==> src/rtl/div_issue_ctrl_if.sv <==
// div_issue_ctrl_if: request, divider and writeback handshakes of the divider front end
interface div_issue_ctrl_if #(parameter int TAG_W = 5);
  logic             req_valid;
  logic             req_ready;
  logic [1:0]       req_op;
  logic [31:0]      req_a;
  logic [31:0]      req_b;
  logic [TAG_W-1:0] req_tag;
  logic             div_valid;
  logic             div_ready;
  logic             div_signed;
  logic [31:0]      div_z;
  logic [31:0]      div_d;
  logic             res_valid;
  logic             res_ready;
  logic [31:0]      res_q;
  logic [31:0]      res_s;
  logic             wb_valid;
  logic             wb_ready;
  logic [31:0]      wb_data;
  logic [TAG_W-1:0] wb_tag;
  modport master (
    output req_valid, req_op, req_a, req_b, req_tag, div_ready, res_valid, res_q, res_s, wb_ready,
    input  req_ready, div_valid, div_signed, div_z, div_d, res_ready, wb_valid, wb_data, wb_tag
  );
  modport slave (
    input  req_valid, req_op, req_a, req_b, req_tag, div_ready, res_valid, res_q, res_s, wb_ready,
    output req_ready, div_valid, div_signed, div_z, div_d, res_ready, wb_valid, wb_data, wb_tag
  );
endinterface

==> src/rtl/div_issue_ctrl.sv <==
// div_issue_ctrl: execute-stage front end that issues one divide op, returns its result and handles flush
module div_issue_ctrl #(
  parameter int TAG_W     = 5,
  parameter bit FAST_PATH = 1'b1
) (
  input  logic clk,
  input  logic rst_n,
  input  logic flush,
  output logic busy,
  div_issue_ctrl_if.slave bus
);
  typedef enum logic [2:0] {IDLE, ISSUE, WAIT, DONE, DRAIN} state_t;
  state_t           state, state_nx;
  logic [1:0]       op;
  logic [31:0]      a, b, data, fast_res;
  logic [TAG_W-1:0] tag;
  logic             accept, b_zero, ovf, fast;
  assign accept   = state == IDLE && bus.req_valid && !flush;
  assign b_zero   = bus.req_b == '0;
  assign ovf      = !bus.req_op[1] && bus.req_a == 32'h8000_0000 && bus.req_b == 32'hFFFF_FFFF;
  assign fast     = FAST_PATH && (b_zero || ovf);
  assign fast_res = b_zero ? (bus.req_op[0] ? bus.req_a : 32'hFFFF_FFFF)
                           : (bus.req_op[0] ? 32'h0 : 32'h8000_0000);
  assign bus.div_signed = ~op[1];
  assign bus.div_z      = a;
  assign bus.div_d      = b;
  assign bus.wb_data    = data;
  assign bus.wb_tag     = tag;
  // state register; reset abandons any op because the divider shares rst_n
  always_ff @(posedge clk) begin
    if (!rst_n) state <= IDLE;
    else state <= state_nx;
  end
  // next state and handshake strobes decoded from state, gated by flush
  always_comb begin
    state_nx      = state;
    bus.req_ready = state == IDLE;
    busy          = state != IDLE;
    bus.div_valid = state == ISSUE && !flush;
    bus.res_ready = state == WAIT || state == DRAIN;
    bus.wb_valid  = state == DONE && !flush;
    case (state)
      IDLE:    state_nx = accept ? (fast ? DONE : ISSUE) : IDLE;
      ISSUE:   state_nx = flush ? IDLE : (bus.div_ready ? WAIT : ISSUE);
      WAIT:    state_nx = bus.res_valid ? (flush ? IDLE : DONE) : (flush ? DRAIN : WAIT);
      DRAIN:   state_nx = bus.res_valid ? IDLE : DRAIN;
      DONE:    state_nx = (flush || bus.wb_ready) ? IDLE : DONE;
      default: state_nx = IDLE;
    endcase
  end
  // operand latch on accept; result captured from the fast path or the divider
  always_ff @(posedge clk) begin
    if (!rst_n) begin
      op   <= '0;
      a    <= '0;
      b    <= '0;
      tag  <= '0;
      data <= '0;
    end else begin
      if (accept) begin
        op  <= bus.req_op;
        a   <= bus.req_a;
        b   <= bus.req_b;
        tag <= bus.req_tag;
        if (fast) data <= fast_res;
      end
      if (state == WAIT && bus.res_valid && !flush) data <= op[0] ? bus.res_s : bus.res_q;
    end
  end
endmodule

==> src/flat_wrapper.sv <==
// flat-port wrapper written by rule: the top's interface ports become plain ports
module div_issue_ctrl_flat 
#(
  parameter int TAG_W     = 5,
  parameter bit FAST_PATH = 1'b1
)
  (clk, rst_n, flush, busy, bus_req_valid, bus_req_op, bus_req_a, bus_req_b, bus_req_tag, bus_div_ready, bus_res_valid, bus_res_q, bus_res_s, bus_wb_ready, bus_req_ready, bus_div_valid, bus_div_signed, bus_div_z, bus_div_d, bus_res_ready, bus_wb_valid, bus_wb_data, bus_wb_tag);
  div_issue_ctrl_if #(.TAG_W(TAG_W)) bus_i ();
  input  logic clk;
  input  logic rst_n;
  input  logic flush;
  output logic busy;
  input wire logic [$bits(bus_i.req_valid)-1:0] bus_req_valid;
  input wire logic [$bits(bus_i.req_op)-1:0] bus_req_op;
  input wire logic [$bits(bus_i.req_a)-1:0] bus_req_a;
  input wire logic [$bits(bus_i.req_b)-1:0] bus_req_b;
  input wire logic [$bits(bus_i.req_tag)-1:0] bus_req_tag;
  input wire logic [$bits(bus_i.div_ready)-1:0] bus_div_ready;
  input wire logic [$bits(bus_i.res_valid)-1:0] bus_res_valid;
  input wire logic [$bits(bus_i.res_q)-1:0] bus_res_q;
  input wire logic [$bits(bus_i.res_s)-1:0] bus_res_s;
  input wire logic [$bits(bus_i.wb_ready)-1:0] bus_wb_ready;
  output wire logic [$bits(bus_i.req_ready)-1:0] bus_req_ready;
  output wire logic [$bits(bus_i.div_valid)-1:0] bus_div_valid;
  output wire logic [$bits(bus_i.div_signed)-1:0] bus_div_signed;
  output wire logic [$bits(bus_i.div_z)-1:0] bus_div_z;
  output wire logic [$bits(bus_i.div_d)-1:0] bus_div_d;
  output wire logic [$bits(bus_i.res_ready)-1:0] bus_res_ready;
  output wire logic [$bits(bus_i.wb_valid)-1:0] bus_wb_valid;
  output wire logic [$bits(bus_i.wb_data)-1:0] bus_wb_data;
  output wire logic [$bits(bus_i.wb_tag)-1:0] bus_wb_tag;
  assign bus_i.req_valid = bus_req_valid;
  assign bus_i.req_op = bus_req_op;
  assign bus_i.req_a = bus_req_a;
  assign bus_i.req_b = bus_req_b;
  assign bus_i.req_tag = bus_req_tag;
  assign bus_i.div_ready = bus_div_ready;
  assign bus_i.res_valid = bus_res_valid;
  assign bus_i.res_q = bus_res_q;
  assign bus_i.res_s = bus_res_s;
  assign bus_i.wb_ready = bus_wb_ready;
  assign bus_req_ready = bus_i.req_ready;
  assign bus_div_valid = bus_i.div_valid;
  assign bus_div_signed = bus_i.div_signed;
  assign bus_div_z = bus_i.div_z;
  assign bus_div_d = bus_i.div_d;
  assign bus_res_ready = bus_i.res_ready;
  assign bus_wb_valid = bus_i.wb_valid;
  assign bus_wb_data = bus_i.wb_data;
  assign bus_wb_tag = bus_i.wb_tag;
  div_issue_ctrl #(.TAG_W(TAG_W), .FAST_PATH(FAST_PATH)) u_core (.clk(clk), .rst_n(rst_n), .flush(flush), .busy(busy), .bus(bus_i));
endmodule
==> config.mk <==
export PLATFORM = sky130hd
export DESIGN_NAME = div_issue_ctrl_flat
export DESIGN_NICKNAME = d
export VERILOG_FILES = /design/src/rtl/div_issue_ctrl_if.sv /design/src/rtl/div_issue_ctrl.sv /design/src/flat_wrapper.sv
export SDC_FILE = /design/constraint.sdc
export NUM_CORES = 1
export LEC_CHECK = 0
export ABC_CLOCK_PERIOD_IN_PS = 4100
export CAP_MARGIN = 20
export CELL_PAD_IN_SITES_DETAIL_PLACEMENT = 1
export CELL_PAD_IN_SITES_GLOBAL_PLACEMENT = 2
export CORE_UTILIZATION = 24
export CTS_BUF_LIST = sky130_fd_sc_hd__clkbuf_8
export DETAILED_ROUTE_END_ITERATION = 8
export PLACE_DENSITY = 0.92
export SETUP_SLACK_MARGIN = 0.15
export SLEW_MARGIN = 0
export SYNTH_ARGS = -nofsm -noshare
export SYNTH_HDL_FRONTEND = slang
export SYNTH_SLANG_ARGS = --single-unit
==> constraint.sdc <==
create_clock -name clk -period 4.1 [get_ports clk]
set_clock_uncertainty 0.05 [all_clocks]
set_input_delay 0.82 -clock clk [delete_from_list [all_inputs] [get_ports clk]]
set_output_delay 0.82 -clock clk [all_outputs]
set_load 0.03 [all_outputs]
==> metrics.txt, run 1 <==
status=finished clean; Unique masters post-synth=41; Leak Pwr=2.65 nW; GR met3 Demand/Resource=4.95%; Final WS setup=719 ps; Pwr Density=270 nW/µm²; Final GP Congestion=0.806; pin count of the biggest net entering global routing=103; worst r2r path cells=5; Setup crit end kind=primary output; dpl cells=1,107; crit-path cells=clkdlybuf4s50_1, nor2_1, nand2_1, nor2_1, clkdlybuf4s50_1; commonest non-fill, non-tap cell in the layout=clkdlybuf4s50_1; Worst EP arrival=2510 ps; n_diodes=0; Vias/cell=4.86; worst setup path end=bus_div_valid; Resized Gates After CTS=0; crit path launch type=primary input; Setup Viol. Count Final=0; Hold Vio Cnt, Final=0; num ports=249; Vias=5,456; Most used DFF post-synth=dfxtp_1; fin crit share=82.5%; minimum clock period=3380 ps; synthesis-to-finish area growth=54.1%; FF-to-FF Start=u_core.state[1]; CP startpoint=flush; Most Crowded Layer GR=met2; Die Area=22,300 µm²; Area contributors post-synth=dfxtp_1 41%, nand2_1 13%, a21boi_0 10%, mux2i_1 6.0%, o21ai_2 5.0%; die height=149 µm; VDD IR-drop max=0.167 mV; RR Endpoint=u_core.bus.div_z[28]; Net Count, Synth=775; WS Path Type=in2out; antenna-violating nets left=0; DP HPWL=14.8 mm; fin. max-slew vios=0; r2r setup slk=1830 ps; Post-Route Setup TNS=0 ps; port bufs=248; hold buffers post-CTS=0; Post-Syn Area=5210 µm²; Clock Latency Late Sink=390 ps; drt first-iter violations=184; RSZ-0062 raised after global routing=no; Worst-path clk slew=100 ps; M1 GR Usage=23.0%; Worst Tran Pin Value=1110 ps; dominant cell type by area after synthesis=dfxtp_1; Initial Util=24.6%; CP required=3230 ps; Pre-antenna DRT Iters=4; maximum clock rate=296 MHz; grt met2 use=31.6%; Crit path largest cell delay=670 ps; max_slew headroom=26.1%; most frequent cells in the layout=247 x clkdlybuf4s50_1, 179 x nand2_1, 105 x dfxtp_1; Post-synth EDFFs=0; CTS H-tree depth=3; syn_area_per_cell=8.23 µm²; Die W=149 µm; clock root cell=clkbuf_8; initial antenna violation count=0; post-synthesis sequential area ratio=40.7%; FFs w/ async S/R, synth=0%; clk buf depth=2; clock buffer count from CTS=9; Routed WL=20.7 mm; total core area=21,200 µm²; yosys warns=0; share of the synthesized area in the top cell type=40.7%; crit-path max FO=6; TritonCTS clock tree=done; max_cap viols=0; post-place setup slack=730 ps; Hold Crit Class=reg2reg; DRC viols=0; Net count, final=985; vias in the first global route=5,564; first-pass GRT wire length=31.6 mm; layout cells sized above 1=7.55%; CTS sink count=106; WL per Instance=18.4 µm; Post-CTS Setup Inserts=0; Non-Filler Instances=1,123; grt total ovfl=0; gr usage total=18.6%; synthesized flop and latch total=106; Crit-path slowest cell=clkdlybuf4s50_1; row count=53; Mapped Cells=633
[Yosys cell counts (2+ instances only)]
| library cell | count |
|---|---|
| o21ai_1 | 2 |
| o21ai_2 | 30 |
| buf_6 | 7 |
| dfxtp_1 | 106 |
| nor4_1 | 14 |
| mux2i_1 | 31 |
| o21ai_0 | 32 |
| inv_1 | 2 |
| a21boi_0 | 71 |
| nor4b_1 | 4 |
| o211ai_1 | 33 |
| buf_1 | 2 |
| clkbuf_1 | 50 |
| and4_1 | 2 |
| nand4_1 | 8 |
| nand3_1 | 2 |
| o22ai_1 | 31 |
| nand4b_1 | 2 |
| nor2_1 | 4 |
| nand2_1 | 179 |
[layout make-up]
| class | count | area, µm² |
|---|---|---|
| flip-flops and latches | 106 | 2120 |
| multi-input cells | 464 | 2800 |
| clock buffers | 9 | 124 |
| clock inverters | 7 | 47.5 |
| repair buffers | 259 | 2570 |
| well taps | 275 | 344 |
| inverters | 3 | 11.3 |
| fillers | 2495 | 13100 |
[sequential cells by signal, indices dropped and copies added (netlist names)]
name / count
u_core.bus.wb_tag: 5
u_core.bus.div_d: 32
u_core.bus.div_z: 32
u_core.state: 3
u_core.bus.wb_data: 32
u_core.op: 2
[power breakdown]
part	internal [mW]	switching (mW)
clock network	0.221	0.398
registers	1.06	0.0260
logic	0.230	0.226
total	1.51	0.650
[kinds of logic (layout without fill, tap and decap cells)]
family	after synthesis	after routing	synth area share, %
compound gates	206	206	28.5
xor+xnor	1	1	0.168
buf+inv	63	278	5.62
flops	106	106	40.7
mux	31	31	5.96
simple gates	226	226	19.0
[per-stage QoR]
stage | power (mW) | util (%) | instance area, µm² | hold slack, ps
4_1_cts | 2.21 | 37.9 | 8030 | 418
5_1_grt | 2.26 | 37.9 | 8030 | 436
6_report | 2.16 | 37.9 | 8030 | 414
2_1_floorplan | 1.30 | - | 5210 | 393
3_3_place_gp | 1.57 | 37.1 | 7860 | 394
3_5_place_dp | 1.57 | 37.1 | 7860 | 395
[routing by layer]
metal  vias to the layer above  part of all wire (%)
li1                       2658                     -
met1                      2617                    44
met2                       162                    48
met3                        19                   6.5
met4                         0                   1.3
met5                         -                     0
[critical path, delay by kind of cell]
kind,cells,cell delay (ps)
simple gates,3,540
buf+inv,2,1160
[worst min path at each step]
| stage | to | slack [ps] | cells after the start | start |
|---|---|---|---|---|
| after floorplan | u_core.op[1] | 390 | 2 | u_core.op[1] |
| after global placement | u_core.bus.wb_data[1] | 390 | 2 | u_core.bus.wb_data[1] |
| after detailed placement | u_core.bus.wb_data[1] | 390 | 2 | u_core.bus.wb_data[1] |
| after CTS | u_core.bus.wb_data[1] | 420 | 2 | u_core.bus.wb_data[1] |
| after global routing | u_core.bus.wb_data[23] | 440 | 2 | u_core.bus.wb_data[23] |
| final | u_core.bus.wb_data[1] | 410 | 2 | u_core.bus.wb_data[1] |
Power figures use the tool's default switching activity.
==> run 2, diff against run 1 <==
--- a/config.mk
+++ b/config.mk
@@ -5,14 +5,14 @@
 export SDC_FILE = /design/constraint.sdc
 export NUM_CORES = 1
 export LEC_CHECK = 0
-export ABC_CLOCK_PERIOD_IN_PS = 4100
+export ABC_CLOCK_PERIOD_IN_PS = 3410
 export CAP_MARGIN = 20
 export CELL_PAD_IN_SITES_DETAIL_PLACEMENT = 1
 export CELL_PAD_IN_SITES_GLOBAL_PLACEMENT = 2
-export CORE_UTILIZATION = 24
+export CORE_UTILIZATION = 23
 export CTS_BUF_LIST = sky130_fd_sc_hd__clkbuf_8
 export DETAILED_ROUTE_END_ITERATION = 8
-export PLACE_DENSITY = 0.92
+export PLACE_DENSITY = 0.89
 export SETUP_SLACK_MARGIN = 0.15
 export SLEW_MARGIN = 0
 export SYNTH_ARGS = -nofsm -noshare
==> constraint.sdc (replaced) <==
create_clock -name clk -period 3.41 [get_ports clk]
set_clock_uncertainty 0.05 [all_clocks]
set_input_delay 0.682 -clock clk [delete_from_list [all_inputs] [get_ports clk]]
set_output_delay 0.682 -clock clk [all_outputs]
set_load 0.03 [all_outputs]
==> run 2 against run 1 <==
Net effect: the flow now finishes with violations (DRC); die area increased by 4.3%; clock power rose by 37%; routed wire length increased by 4.1%; first-iteration DRC count grew 17%; sequential share of layout area is 0.36 points lower; cell count rose by 0.71%; sequential power up 20%; core utilization decreased by 1.0 points; non-clock buffer count increased by 3; critical path type unchanged; largest cell class unchanged; highest routed layer is now met5.
==> metrics.txt, run 2 (synthesis results as in run 1) <==
Hold Path Cell Cnt=2 (unchanged); Clock Latency Late Sink=400 ps (about the same); dpl cells=1,115 (+0.72%); Net count, final=988 (+0.30%); Hold Path Sink=u_core.bus.div_z[31]; Final WS setup=257 ps (-462 ps); Setup crit end kind=primary output; CTS sink count=106 (unchanged); Metal-1 WL=9.63 mm (+5.8%); Hold Crit Class=reg2reg; Worst Tran Pin Value=1090 ps (-15.7 ps); crit-path max FO=6 (unchanged); die height=152 µm (+2.1%); top sig layer=met5; DP HPWL=15.6 mm (+5.3%); r2r setup slk=1090 ps (-740 ps); first-pass GRT wire length=33.4 mm (+5.6%); Vias=5,543 (+1.6%); hold slack=415 ps (+1.15 ps); grt total ovfl=0 (unchanged); clk buf depth=2 (unchanged); num ports=249 (unchanged); fin. max-slew vios=0 (unchanged); hold path startpoint=u_core.bus.div_z[31]; Non-Filler Instances=1,131 (+0.71%); clock buffer count from CTS=9 (unchanged); clock root cell=clkbuf_8; minimum clock period=3150 ps; crit-path cells=clkdlybuf4s50_1, nor2_1, nand2_1, nor2_1, clkdlybuf4s50_1; status=finished with violations; Die Area=23,300 µm² (+4.3%); Die W=152 µm (+2.1%); Resized Gates After CTS=0 (unchanged); row count=54 (+1.9%); Leak Pwr=2.70 nW (+2.0%); Pwr Density=334 nW/µm² (+24%); max_cap viols=0 (unchanged); Post-Route Setup TNS=0 ps (unchanged); hold buffers post-CTS=0 (unchanged); Pre-antenna DRT Iters=8 (+4); synthesis-to-finish area growth=56.2%; drt first-iter violations=216 (+17%); met3 wire len=1.51 mm (+13%); initial antenna violation count=1 (+1); port bufs=248 (unchanged); total core area=22,000 µm² (+4.1%); Vias/cell=4.90 (+0.88%); CP startpoint=flush; maximum clock rate=317 MHz; vias in the first global route=5,691 (+2.3%); Worst-path clk slew=100 ps (about the same); layout cells sized above 1=8.11% (+0.56 points); Crit path largest cell delay=680 ps (about the same); CP required=2680 ps (-550 ps); VDD IR-drop max=0.136 mV (-19%); WL per Instance=19.0 µm (+3.3%); max_slew headroom=27.2% (+1.0 points); most frequent cells in the layout=247 x clkdlybuf4s50_1, 179 x nand2_1, 105 x dfxtp_1; Worst EP arrival=2420 ps (-90 ps); antenna-violating nets left=0 (unchanged); Final GP Congestion=0.757 (-6.1%); CTS H-tree depth=3 (unchanged); failing checks=DRC; metal2 WL=10.1 mm (+1.3%); TritonCTS clock tree=done; fill count=2,621 (+5.1%); fin crit share=92.5%; RR Endpoint=u_core.bus.div_z[14]; Routed WL=21.5 mm (+4.1%); n_diodes=0 (unchanged); FF-to-FF Start=u_core.state[1]; RSZ-0062 raised after global routing=no; Setup Viol. Count Final=0 (unchanged); WS Path Type=in2out; Hold Vio Cnt, Final=0 (unchanged); Post-CTS Setup Inserts=0 (unchanged); gr usage total=18.6% (+0.095 points); DRC viols=18 (+18); crit path launch type=primary input; Initial Util=23.6% (-0.97 points); pin count of the biggest net entering global routing=72 (-30%); Crit-path slowest cell=clkdlybuf4s50_1; post-place setup slack=168 ps (-562 ps); commonest non-fill, non-tap cell in the layout=clkdlybuf4s50_1; Layout Utilization=36.9% (-1.0 points); worst r2r path cells=5 (unchanged)
run 2: how the worst max path moves through the flow:
stage,endpoint,depth (start not counted)
after floorplan,u_core.bus.wb_data[10],9
after global placement,u_core.bus.wb_data[21],8
after detailed placement,u_core.bus.wb_data[25],8
after CTS,bus_div_valid,5
after global routing,bus_div_valid,5
final,bus_div_valid,5
run 2: where the power goes:
| part | switching (mW) | internal [mW] |
|---|---|---|
| clock | 0.482 | 0.363 |
| sequential | 0.0305 | 1.28 |
| combinational | 0.280 | 0.280 |
| total | 0.793 | 1.92 |
run 2: critical path: cells and delay by family:
kind,cells,cell delay (ps)
and+or+nand+nor,3,570
buffers and inverters,2,1170
run 2: per-layer routing:
metal,track usage [%],vias up
li1,-,2668
met1,23.2,2686
met2,31.2,164
met3,5.80,23
met4,4.71,2
met5,0,-
run 2: cell type report:
cell class              count  area [µm²]  share of cell area, %
flip-flops and latches    106        2120                   26.1
clock inverters             6        65.1                  0.800
clock buffers              10         138                   1.69
well taps                 280         350                   4.31
repair buffers            262        2650                   32.5
inverters                   3        11.3                  0.138
multi-input cells         464        2800                   34.4
run 2: through the flow:
stage	power (mW)	area, µm²
after floorplan	1.56	5210
after global placement	1.90	7930
after detailed placement	1.90	7930
after CTS	2.76	8140
after global routing	2.85	8140
final	2.71	8140
